File: src/rtl/prog_loader_if.sv
// prog_loader_if: byte-stream input and CPU load bus of the program loader.
//   start            one-cycle request to load a new image
//   s_valid/s_data   upstream byte stream (valid/ready)
//   s_ready          loader accepts s_data this cycle
//   cpu_rst          active-high reset to the CPU
//   cpu_load         CPU Load strobe
//   cpu_data         CPU data_in byte
//   cpu_addr         index of the byte on cpu_data (debug)
//   busy/done        status: busy in FILL/CLEAR/BURST, done in RUN
//   checksum         XOR of the bytes accepted for the current image
// Modport slave is the loader's view; master is the environment's view.
interface prog_loader_if #(
  parameter int AW = 5
);
  logic          start;
  logic          s_valid;
  logic [7:0]    s_data;
  logic          s_ready;
  logic          cpu_rst;
  logic          cpu_load;
  logic [7:0]    cpu_data;
  logic [AW-1:0] cpu_addr;
  logic          busy;
  logic          done;
  logic [7:0]    checksum;

  modport slave (
    input  start, s_valid, s_data,
    output s_ready, cpu_rst, cpu_load, cpu_data, cpu_addr, busy, done, checksum
  );

  modport master (
    output start, s_valid, s_data,
    input  s_ready, cpu_rst, cpu_load, cpu_data, cpu_addr, busy, done, checksum
  );
endinterface

File: src/rtl/prog_loader.sv
// prog_loader: collects a DEPTH-byte program image from a stalling valid/ready
// byte stream while holding the CPU in reset, then replays it as one gap-free
// burst on the CPU Load/data_in bus and releases the CPU.
// Ports:
//   clock  system clock (rising edge)
//   reset  asynchronous active-low reset
//   bus    prog_loader_if.slave (stream in, CPU load bus and status out)
// All outputs are registered.
module prog_loader #(
  parameter int DEPTH      = 32,
  parameter int AW         = 5,
  parameter int CLR_CYCLES = 2
) (
  input  logic         clock,
  input  logic         reset,
  prog_loader_if.slave bus
);
  localparam int            CW       = (CLR_CYCLES > 1) ? $clog2(CLR_CYCLES) : 1;
  localparam logic [AW-1:0] LAST_IDX = AW'(DEPTH - 1);
  localparam logic [CW-1:0] LAST_CLR = CW'(CLR_CYCLES - 1);

  typedef enum logic [2:0] {S_IDLE, S_FILL, S_CLEAR, S_BURST, S_RUN} state_t;

  state_t        state_q;
  logic [AW-1:0] idx_q;
  logic [CW-1:0] clr_q;
  logic          s_ready_q;
  logic          cpu_rst_q;
  logic          cpu_load_q;
  logic [7:0]    cpu_data_q;
  logic [AW-1:0] cpu_addr_q;
  logic          busy_q;
  logic          done_q;
  logic [7:0]    checksum_q;

  logic [7:0]    mem_q [DEPTH];
  logic          xfer_d;
  logic [AW-1:0] rd_idx_d;

  // s_ready_q is only ever high in FILL, so this is the accepted-byte strobe.
  assign xfer_d = bus.s_valid && s_ready_q;

  // Read address runs one byte ahead of the burst so the registered read
  // lands on cpu_data exactly in the cycle that byte is due. Outside BURST
  // it points at byte 0, which is what the CLEAR->BURST edge needs.
  assign rd_idx_d = (state_q == S_BURST) ? idx_q + 1'b1 : '0;

  // Image buffer: contents are don't-care after reset, so no reset here.
  always_ff @(posedge clock) begin
    if (xfer_d) begin
      mem_q[idx_q] <= bus.s_data;
    end
  end

  always_ff @(posedge clock or negedge reset) begin
    if (!reset) begin
      state_q    <= S_IDLE;
      idx_q      <= '0;
      clr_q      <= '0;
      s_ready_q  <= 1'b0;
      cpu_rst_q  <= 1'b1;
      cpu_load_q <= 1'b0;
      cpu_data_q <= '0;
      cpu_addr_q <= '0;
      busy_q     <= 1'b0;
      done_q     <= 1'b0;
      checksum_q <= '0;
    end else begin
      case (state_q)
        S_IDLE, S_RUN: begin
          if (bus.start) begin
            state_q    <= S_FILL;
            idx_q      <= '0;
            checksum_q <= '0;
            s_ready_q  <= 1'b1;
            cpu_rst_q  <= 1'b1;
            busy_q     <= 1'b1;
            done_q     <= 1'b0;
          end
        end
        S_FILL: begin
          if (xfer_d) begin
            checksum_q <= checksum_q ^ bus.s_data;
            if (idx_q == LAST_IDX) begin
              // Drop ready on the same edge as the last transfer so no
              // byte beyond the image can ever be taken.
              state_q   <= S_CLEAR;
              s_ready_q <= 1'b0;
              clr_q     <= '0;
              idx_q     <= '0;
            end else begin
              idx_q <= idx_q + 1'b1;
            end
          end
        end
        S_CLEAR: begin
          if (clr_q == LAST_CLR) begin
            state_q    <= S_BURST;
            idx_q      <= '0;
            cpu_rst_q  <= 1'b0;
            cpu_load_q <= 1'b1;
            cpu_data_q <= mem_q[rd_idx_d];
            cpu_addr_q <= '0;
          end else begin
            clr_q <= clr_q + 1'b1;
          end
        end
        S_BURST: begin
          if (idx_q == LAST_IDX) begin
            state_q    <= S_RUN;
            idx_q      <= '0;
            cpu_load_q <= 1'b0;
            cpu_data_q <= '0;
            cpu_addr_q <= '0;
            busy_q     <= 1'b0;
            done_q     <= 1'b1;
          end else begin
            idx_q      <= idx_q + 1'b1;
            cpu_data_q <= mem_q[rd_idx_d];
            cpu_addr_q <= rd_idx_d;
          end
        end
        default: state_q <= S_IDLE;
      endcase
    end
  end

  assign bus.s_ready  = s_ready_q;
  assign bus.cpu_rst  = cpu_rst_q;
  assign bus.cpu_load = cpu_load_q;
  assign bus.cpu_data = cpu_data_q;
  assign bus.cpu_addr = cpu_addr_q;
  assign bus.busy     = busy_q;
  assign bus.done     = done_q;
  assign bus.checksum = checksum_q;
endmodule

File: src/flat_wrapper.sv
// flat-port wrapper written by rule: the top's interface ports become plain ports
module prog_loader_flat 
#(
  parameter int DEPTH      = 32,
  parameter int AW         = 5,
  parameter int CLR_CYCLES = 2
)
  (clock, reset, bus_start, bus_s_valid, bus_s_data, bus_s_ready, bus_cpu_rst, bus_cpu_load, bus_cpu_data, bus_cpu_addr, bus_busy, bus_done, bus_checksum);
  prog_loader_if #(.AW(AW)) bus_i ();
  input  logic clock;
  input  logic reset;
  input wire logic [$bits(bus_i.start)-1:0] bus_start;
  input wire logic [$bits(bus_i.s_valid)-1:0] bus_s_valid;
  input wire logic [$bits(bus_i.s_data)-1:0] bus_s_data;
  output wire logic [$bits(bus_i.s_ready)-1:0] bus_s_ready;
  output wire logic [$bits(bus_i.cpu_rst)-1:0] bus_cpu_rst;
  output wire logic [$bits(bus_i.cpu_load)-1:0] bus_cpu_load;
  output wire logic [$bits(bus_i.cpu_data)-1:0] bus_cpu_data;
  output wire logic [$bits(bus_i.cpu_addr)-1:0] bus_cpu_addr;
  output wire logic [$bits(bus_i.busy)-1:0] bus_busy;
  output wire logic [$bits(bus_i.done)-1:0] bus_done;
  output wire logic [$bits(bus_i.checksum)-1:0] bus_checksum;
  assign bus_i.start = bus_start;
  assign bus_i.s_valid = bus_s_valid;
  assign bus_i.s_data = bus_s_data;
  assign bus_s_ready = bus_i.s_ready;
  assign bus_cpu_rst = bus_i.cpu_rst;
  assign bus_cpu_load = bus_i.cpu_load;
  assign bus_cpu_data = bus_i.cpu_data;
  assign bus_cpu_addr = bus_i.cpu_addr;
  assign bus_busy = bus_i.busy;
  assign bus_done = bus_i.done;
  assign bus_checksum = bus_i.checksum;
  prog_loader #(.DEPTH(DEPTH), .AW(AW), .CLR_CYCLES(CLR_CYCLES)) u_core (.clock(clock), .reset(reset), .bus(bus_i));
endmodule
File: config.mk
export PLATFORM = sky130hd
export DESIGN_NAME = prog_loader_flat
export DESIGN_NICKNAME = d
export VERILOG_FILES = /design/src/rtl/prog_loader_if.sv /design/src/rtl/prog_loader.sv /design/src/flat_wrapper.sv
export SDC_FILE = /design/constraint.sdc
export NUM_CORES = 1
export LEC_CHECK = 0
export ABC_CLOCK_PERIOD_IN_PS = 3300
export CORE_ASPECT_RATIO = 0.9
export CORE_MARGIN = 1.5
export CORE_UTILIZATION = 40
export CTS_CLUSTER_SIZE = 25
export DETAILED_ROUTE_END_ITERATION = 12
export HOLD_SLACK_MARGIN = 0.05
export PLACE_DENSITY = 0.54
export SLEW_MARGIN = 10
export SYNTH_ARGS = -nofsm -noshare
export SYNTH_HDL_FRONTEND = slang
export SYNTH_SLANG_ARGS = --single-unit
File: constraint.sdc
create_clock -name clock -period 3.3 [get_ports clock]
set_input_delay 0.99 -clock clock [delete_from_list [all_inputs] [get_ports clock]]
set_output_delay 0.99 -clock clock [all_outputs]
set_load 0.03 [all_outputs]
Word-level counts from Yosys, hierarchy flattened
Memory sizes are Yosys's and may differ from the RTL's.
Index checks and enable logic that the tools add are counted.
Widths: inputs -> output; s select.
- add/sub/neg operators: 2
- equality and inequality tests: 10
- muxes and demuxes: 36
- bitwise operators: 1
- reduce and logical (&&, ||, !) cells: 18
- operator list (cell ; number):
    $mux 8 ; 4
    $pmux 8 s2 ; 2
    $mux 5 ; 6
    $pmux 5 s4 ; 1
    $mux 3 ; 5
    $reduce_and 3->1 ; 5
    $pmux 1 s2 ; 6
    $pmux 3 s4 ; 1
    $mux 1 ; 10
    $pmux 5 s2 ; 1
    $reduce_bool 2->1 ; 5
    $reduce_and 4->1 ; 2
    $xor 8x8->8 ; 1
    $eq 3x2->1 const B ; 2
    $ne 2x1->1 const B ; 3
    $add 5x1->5 const B ; 1
    $eq 5x5->1 const B ; 1
    $reduce_and 5->1 ; 1
    $ne 2x2->1 const B ; 2
    $reduce_bool 4->1 ; 1
    $eq 3x1->1 const B ; 1
    $eq 3x3->1 const B ; 1
    $logic_not 3->1 ; 1
    $reduce_and 2->1 ; 1
    other kinds (3) ; 3
- flip-flop bits (word level): 35
- bits in writable memories: 256
- bits of input ports: 12
- output and inout port bits: 26
- logic and storage cells: 79
- memories kept: 1
- memory list (name ; words ; width ; rd ports ; clocked after memory_dff ; wr ports ; RTL line ; text):
    u_core.mem_q ; 32 ; 8 ; 1 ; 0 ; 1 ; prog_loader.sv:36 ; logic [7:0] mem_q [DEPTH];

Depth between registers and ports, before layout
Gate-level depths: netlist (run 1).
An unclocked memory read counts as a cell.
- depth after elaboration: 5
- depth in mapped cells: 12

Worst setup path before layout (run 1)
Ideal clock, no wire load.
- path kind: register -> register
- start point: reg u_core.idx_q[0]
- end point: reg u_core.cpu_data_q[0] (netlist: u_core.bus.cpu_data[0])
- setup time: 0.130 ns
- arrival: 2.546 ns
- setup slack: 0.624 ns
- stages on the path, launching flop included: 11
- clock period less this slack: 2.676 ns
- cell sequence: dfrtp_1 -> buf_2 -> inv_2 -> buf_2 -> buf_1 -> ha_1 -> buf_2 -> or3_1 -> a31o_2 -> a211oi_1 -> o41ai_2
- longest elaborated chain between the ends: 5
- elaborated cells on any way between the ends: 7
- RTL lines (element ; RTL line ; text):
    from (decl) ; prog_loader.sv:25 ; logic [AW-1:0] idx_q;
    from (signal assigned) ; prog_loader.sv:92 ; idx_q <= idx_q + 1'b1;
    from (signal assigned) ; prog_loader.sv:118 ; idx_q <= idx_q + 1'b1;
    $add 5x1->5 ; prog_loader.sv:46 ; assign rd_idx_d = (state_q == S_BURST) ? idx_q + 1'b1 : '0;
    $mux 5 ; prog_loader.sv:46 ;
    $mem_v2 32x8 ; -- ;
    $mux 8 (on tied branches) ; prog_loader.sv:109, prog_loader.sv:97 ;
    $pmux 8 s2 * ; prog_loader.sv:69 ; case (state_q)
    to (signal assigned) ; prog_loader.sv:102 ; cpu_data_q <= mem_q[rd_idx_d];
    to (signal assigned) ; prog_loader.sv:119 ; cpu_data_q <= mem_q[rd_idx_d];
    to (decl) ; prog_loader.sv:30 ; logic [7:0] cpu_data_q;
Mark *: on every way between the ends. The rest lies on a longest branch, timed or not. The select of a mux whose other input is x is not followed.
A chain may end at the register's enable or synchronous reset.

Worst setup path in the final report (run 1)
- start point: reg u_core.idx_q[1]
- end point: reg u_core.cpu_data_q[1] (netlist: u_core.bus.cpu_data[1])
The elaborated chain is that of the path after synthesis.

==> metrics.txt, run 1 <==
CORE AREA=29800 um2; Worst slew margin=42.9%; maximum fanout along the worst path=12; routed wire length per instance=23.7 um; first-pass GRT wire length=47.4 mm; Max Freq=0.348 GHz; worst clock skew=17.6 ps; Via Count=7472; leak pwr=4.91 nW; synthesized flop and latch total=291; GRT Total Usage=20.3%; status=completed; Site Rows=60; largest net degree at the start of global routing=60; Crit Reg-Reg Startpoint=u_core.idx_q[1]$_DFFE_PN0P_; Die Width=186 um; Initial Util=40.6%; setup_tns=0 ps; initial antenna violation count=0; Crit. End Element=flip-flop; IO Port Bufs=37; Power Dens Cells=773 nW/um2; Worst-Margin Slew=857 ps; CTS Buffer Depth=3; Tmin final=2870 ps; Critical Path Source Type=flip-flop; WP data arrival=3300 ps; most frequent cells in the layout=edfxtp_1 (256), nand2_1 (76), buf_4 (75); CTS tree=built; critical path class=flip-flop to flip-flop; mapped cell area=12100 um2; First-pass DRT Iterations=4; H-tree depth=1; fraction of layout cells with a size suffix above 1=17.9%; via density per instance=5.56; reg2reg path depth=7; worst skew pair latency=560 ps; Warnings, synthesis=0; # DRC=0; Cells after DPL=1290; worst ir drop on vdd=497 uV; CP required=3730 ps; r2r endpoint=u_core.bus.cpu_data[1]$_DFFE_PN0P_; crit path max-delay cell type=a211oi_1; max-cap violations=0; die area=31300 um2; Post-CTS Hold Buffers=0; R2R Setup Slk=430 ps; Syn Nets=844; IO Count=38; remaining global-route overflow=0; Root Driver=clkbuf_16; clk slew on worst S/H paths=70 ps; Ant. Diodes=0; hold path cells=2; Critical path buffers and inverters=2; initial drt markers=637; DPL Wire Length=20.9 mm; max-slew violations=0; Async S/R FF share, synth=12.0%; final hold vios=0; number of synthesized flops with an enable pin=256; gpl congestion=0.842; Layout Nets=935; Hold EP=u_core.bus.cpu_rst$_DFFE_PN1P_; Die Y=168 um; post-synthesis sequential area ratio=70.8%; setup repair bufs after CTS=0; Critical Path, Cell by Cell=inv_1 > ha_2 > clkinv_1 > nor2_1 > a21oi_1 > a211oi_1 > o41ai_2; Detailed Route WL=31.9 mm; RSZ-0062 raised after global routing=no; fin cells=1344; Primary FF master, synth=edfxtp_1; crit-path max cell delay=600 ps; fin crit share=87.1%; vias in the first global route=7310; post-synth cell types=64; most common cell after layout, fill and taps aside=edfxtp_1; ANT nets after route=0; Avg Inst Size Synth=14.6 um2; Area Overhead vs Synth=17.8%; TritonCTS buffer count=29; setup violators final=0; worst hold start=u_core.bus.cpu_rst$_DFFE_PN1P_; Hold WC Path Type=flip-flop to flip-flop; Post-Synthesis Cells=827; CTS resizes=0; cell family contributing the most delay on the critical path=compound AO/OA/AOI/OAI gates; CTS Sinks=291
## logic make-up (layout without fill, tap and decap cells)
group | Yosys count | in the layout | share of synthesized area, %
flops | 291 | 291 | 70.8
buf+inv | 59 | 173 | 2.32
xor+xnor | 11 | 11 | 0.920
fa+ha+maj | 5 | 5 | 0.517
compound gates | 198 | 198 | 12.6
mux | 44 | 44 | 4.58
simple gates | 219 | 219 | 8.29
## final cells by class
cell class                 instances  area [um2]
clock inverter                     6        32.5
clock buffer                      48         867
inverter                           4        15.0
sequential                       291        8570
multi-input combinational        477        3280
timing repair buffer             115         988
fill                            2652       15600
tap                              403         504
## worst max-delay path by stage
stage,slack [ps],to,cells after the start,start
after floorplan,620,u_core.bus.cpu_data[0]$_DFFE_PN0P_,10,u_core.idx_q[0]$_DFFE_PN0P_
after global placement,410,u_core.mem_q[30][6]$_DFFE_PP_,5,bus_s_valid
after detailed placement,350,u_core.mem_q[22][3]$_DFFE_PP_,5,bus_s_valid
after CTS,480,u_core.bus.cpu_data[3]$_DFFE_PN0P_,9,u_core.idx_q[1]$_DFFE_PN0P_
after global routing,260,u_core.bus.cpu_data[3]$_DFFE_PN0P_,7,u_core.idx_q[1]$_DFFE_PN0P_
final,430,u_core.bus.cpu_data[1]$_DFFE_PN0P_,7,u_core.idx_q[1]$_DFFE_PN0P_
## where the power goes
part	internal (mW)	switching (mW)
Clock	1.78	1.35
Combinational	1.25	2.13
Sequential	4.31	0.195
Total	7.34	3.68
## Yosys cell counts (all sizes together) (3+ instances only)
cell type / number / area, um2
a221oi: 40 / 350
nand3b: 4 / 30.0
mux4: 7 / 169
nor2: 72 / 273
buf: 30 / 171
nor3: 18 / 95.1
clkbuf: 25 / 93.8
mux2: 12 / 135
a31o: 5 / 43.8
a21oi: 23 / 126
o311ai: 4 / 35.0
o211ai: 4 / 30.0
ha: 5 / 62.6
o22ai: 7 / 43.8
or3: 8 / 50.1
edfxtp: 256 / 7690
inv: 3 / 11.3
o21ai: 34 / 170
o41ai: 9 / 139
mux2i: 25 / 250
nand3: 5 / 25.0
a31oi: 5 / 31.3
or2: 3 / 18.8
a211oi: 32 / 260
nand2: 77 / 297
xor2: 10 / 95.1
a2bb2oi: 9 / 78.8
nor2b: 12 / 75.1
dfrtp: 34 / 851
o31ai: 12 / 90.1
o2bb2ai: 9 / 78.8
nand2b: 11 / 68.8
## routing by layer
metal | up-vias | share of wire [%] | global-route usage, %
met1 | 3756 | 45 | 29.1
met3 | 51 | 5.6 | 2.71
met2 | 241 | 46 | 32.4
met5 | - | 0 | 0
li1 | 3424 | - | -
met4 | 0 | 3.0 | 6.15
## per-stage QoR
step / hold WS, ps / cell area, um2 / worst slack [ps] / util [%] / power, mW
after floorplan: 536 / 12100 / 624 / - / 6.64
after global placement: 468 / 13400 / 412 / 44.8 / 7.96
after detailed placement: 476 / 13400 / 350 / 44.8 / 7.98
after CTS: 485 / 14300 / 476 / 47.8 / 11.1
after global routing: 512 / 14300 / 258 / 47.8 / 11.5
final: 482 / 14300 / 427 / 47.8 / 11.0
## registers in the layout (all words and copies together), names as in the netlist
name and cells:
u_core.bus.cpu_addr 5, u_core.bus.s_ready 1, u_core.idx_q 5, u_core.bus.checksum 8
u_core.bus.cpu_load 1, u_core.bus.cpu_data 8, u_core.bus.busy 1, u_core.state_q 3
u_core.bus.cpu_rst 1, u_core.bus.done 1, u_core.mem_q 256, u_core.clr_q 1
## worst min-delay path, delay by kind of cell, from the launching register on
kind | cells | cell delay, ps
AOI/OAI and AO/OA | 1 | 60
and+or+nand+nor | 1 | 50
DFF | 1 | 370
Note: power is estimated with default switching activity, not from simulation.
==> run 2, diff against run 1 <==
--- a/config.mk
+++ b/config.mk
@@ -6,13 +6,15 @@
 export NUM_CORES = 1
 export LEC_CHECK = 0
 export ABC_CLOCK_PERIOD_IN_PS = 3300
+export CELL_PAD_IN_SITES_DETAIL_PLACEMENT = 1
+export CELL_PAD_IN_SITES_GLOBAL_PLACEMENT = 2
 export CORE_ASPECT_RATIO = 0.9
 export CORE_MARGIN = 1.5
 export CORE_UTILIZATION = 40
 export CTS_CLUSTER_SIZE = 25
 export DETAILED_ROUTE_END_ITERATION = 12
 export HOLD_SLACK_MARGIN = 0.05
-export PLACE_DENSITY = 0.54
+export PLACE_DENSITY = 0.7
 export SLEW_MARGIN = 10
 export SYNTH_ARGS = -nofsm -noshare
 export SYNTH_HDL_FRONTEND = slang
==> run 2 against run 1 <==
Compared with the run above:
- cell count grew 0.67%
- sequential share of layout area shrank 0.83 points
- via count grew 3.3%
==> metrics.txt, run 2 (synthesized netlist as in run 1, its figures left out) <==
status=completed (unchanged); met1 Usage GRT=31.6% (was 29.1%); Worst slew margin=38.4% (was 42.9%); fraction of layout cells with a size suffix above 1=19.1% (was 17.9%); worst hold start=u_core.bus.cpu_addr[2]$_DFFE_PN0P_ (was u_core.bus.cpu_rst$_DFFE_PN1P_); most common cell after layout, fill and taps aside=edfxtp_1 (unchanged); max-cap violations=0 (unchanged); Hold WC Path Type=flip-flop to flip-flop (unchanged); setup repair bufs after CTS=0 (unchanged); ANT nets after route=0 (unchanged); via density per instance=5.71 (was 5.56); Layout Nets=943 (was 935); Area after DPL=13400 um2 (about the same); gpl congestion=0.835 (was 0.842); routed wire length per instance=26.8 um (was 23.7 um); max reg flops=256 (unchanged); vias in the first global route=8285 (was 7310); worst clock skew=17.3 ps (was 17.6 ps); CTS Sinks=291 (unchanged); area of the multi-input gates=3280 um2 (unchanged); # DRC=0 (unchanged); max-slew violations=0 (unchanged); Critical Path Source Type=flip-flop (unchanged); Root Driver=clkbuf_16 (unchanged); TritonCTS buffer count=31 (was 29); Detailed Route WL=36.3 mm (was 31.9 mm); first-pass GRT wire length=54.3 mm (was 47.4 mm); critical path class=flip-flop to flip-flop (unchanged); final hold vios=0 (unchanged); CTS resizes=0 (unchanged); Via Count=7720 (was 7472); CTS tree=built (unchanged); fillers=2947 (was 2652); maximum fanout along the worst path=13 (was 12); worst ir drop on vdd=447 uV (was 497 uV); met2 Use GR=39.6% (was 32.4%); leak pwr=5.01 nW (was 4.91 nW); Register Area=8570 um2 (unchanged); CORE AREA=29800 um2 (unchanged); crit path from=u_core.idx_q[0]$_DFFE_PN0P_ (was u_core.idx_q[1]$_DFFE_PN0P_); CP required=3710 ps (was 3730 ps); IO Count=38 (unchanged); clk slew on worst S/H paths=60 ps (was 70 ps); Max Freq=0.328 GHz (was 0.348 GHz); RSZ-0062 raised after global routing=no (unchanged); Biggest register=u_core.mem_q (unchanged); most frequent cells in the layout=edfxtp_1 (256), buf_4 (81), nand2_1 (76) (was edfxtp_1 (256), nand2_1 (76), buf_4 (75)); Tmin final=3050 ps (was 2870 ps); CTS Buffer Depth=3 (unchanged); WP data arrival=3460 ps (was 3300 ps); largest net degree at the start of global routing=60 (unchanged); First-pass DRT Iterations=5 (was 4); Post-CTS Hold Buffers=0 (unchanged); initial drt markers=573 (was 637); Site Rows=60 (unchanged); Power Dens Cells=798 nW/um2 (was 773 nW/um2); Ant. Diodes=0 (unchanged); utilization after layout=48.5% (was 47.8%); total power=11.5 mW (was 11.0 mW); Area Overhead vs Synth=19.4% (was 17.8%); H-tree depth=1 (unchanged); setup violators final=0 (unchanged); Final Cell Area=14500 um2 (was 14300 um2); setup_tns=0 ps (unchanged); Crit Reg-Reg Startpoint=u_core.idx_q[0]$_DFFE_PN0P_ (was u_core.idx_q[1]$_DFFE_PN0P_); Crit. End Element=flip-flop (unchanged); Cells after DPL=1296 (was 1290); die area=31300 um2 (unchanged); initial antenna violation count=1 (was 0); fin crit share=92.5% (was 87.1%); Die Y=168 um (unchanged); fin cells=1353 (was 1344); IO Port Bufs=37 (unchanged); GRT Total Usage=23.4% (was 20.3%); remaining global-route overflow=0 (unchanged); Worst-Margin Slew=924 ps (was 857 ps); DPL Wire Length=25.1 mm (was 20.9 mm); Die Width=186 um (unchanged); Initial Util=40.6% (unchanged); grt met3 use=3.36% (was 2.71%); worst skew pair latency=550 ps (was 560 ps); busiest grt layer=met2 (unchanged)
## run 2: cell types whose count changed in the layout (fill, tap and decap cells not counted), sizes merged
cell      change
clkbuf        -9
buf           +6
clkinv        +6
bufinv        +5
clkinvlp      +2
inv           -1
## run 2: final timing paths
check                                                      to  slack, ps  depth (start not counted)
max                        u_core.bus.cpu_data[6]$_DFFE_PN0P_        250                          8
min                        u_core.bus.cpu_addr[2]$_DFFE_PN0P_        490                          2
max reg2reg                u_core.bus.cpu_data[6]$_DFFE_PN0P_        250                          8
min reg2reg                u_core.bus.cpu_addr[2]$_DFFE_PN0P_        490                          2
max in group asynchronous         u_core.idx_q[0]$_DFFE_PN0P_       2150                          1
min in group asynchronous            u_core.clr_q$_DFFE_PN0P_        540                          1
## run 2: critical path: stages, from the launching register on
cell and delay, ps:
dfrtp_2 510, ha_1 310, and3_1 180, ha_1 380
a311o_1 310, o211a_1 270, a31o_2 300, a211oi_1 480
o41ai_2 160
## run 2: area by class of cell
type	instances	area share [%]
sequential	291	59.3
multi-input combinational	477	22.7
timing repair buffer	121	7.15
clock buffer	39	5.78
tap	403	3.49
clock inverter	18	1.52
inverter	4	0.104
## run 2: metal layers
layer | part of all wire (%) | routed length (um) | up-vias
met3 | 5.1 | 1850 | 58
met2 | 49 | 17600 | 242
met4 | 2.7 | 976 | 0
li1 | - | - | 3429
met5 | 0 | 0 | -
met1 | 44 | 15800 | 3991
## run 2: through the flow
stage | hold WS, ps | setup WS [ps]
after global routing | 529 | 161
after CTS | 492 | 256
after detailed placement | 478 | 302
after floorplan | 536 | 624
after global placement | 466 | 370
final | 488 | 248
## run 2: where the power goes
| part | internal [mW] | total, mW | switching [mW] |
|---|---|---|---|
| Sequential | 4.31 | 4.54 | 0.223 |
| Clock | 2.17 | 3.59 | 1.41 |
| Combinational | 1.21 | 3.40 | 2.20 |
| Total | 7.69 | 11.5 | 3.83 |
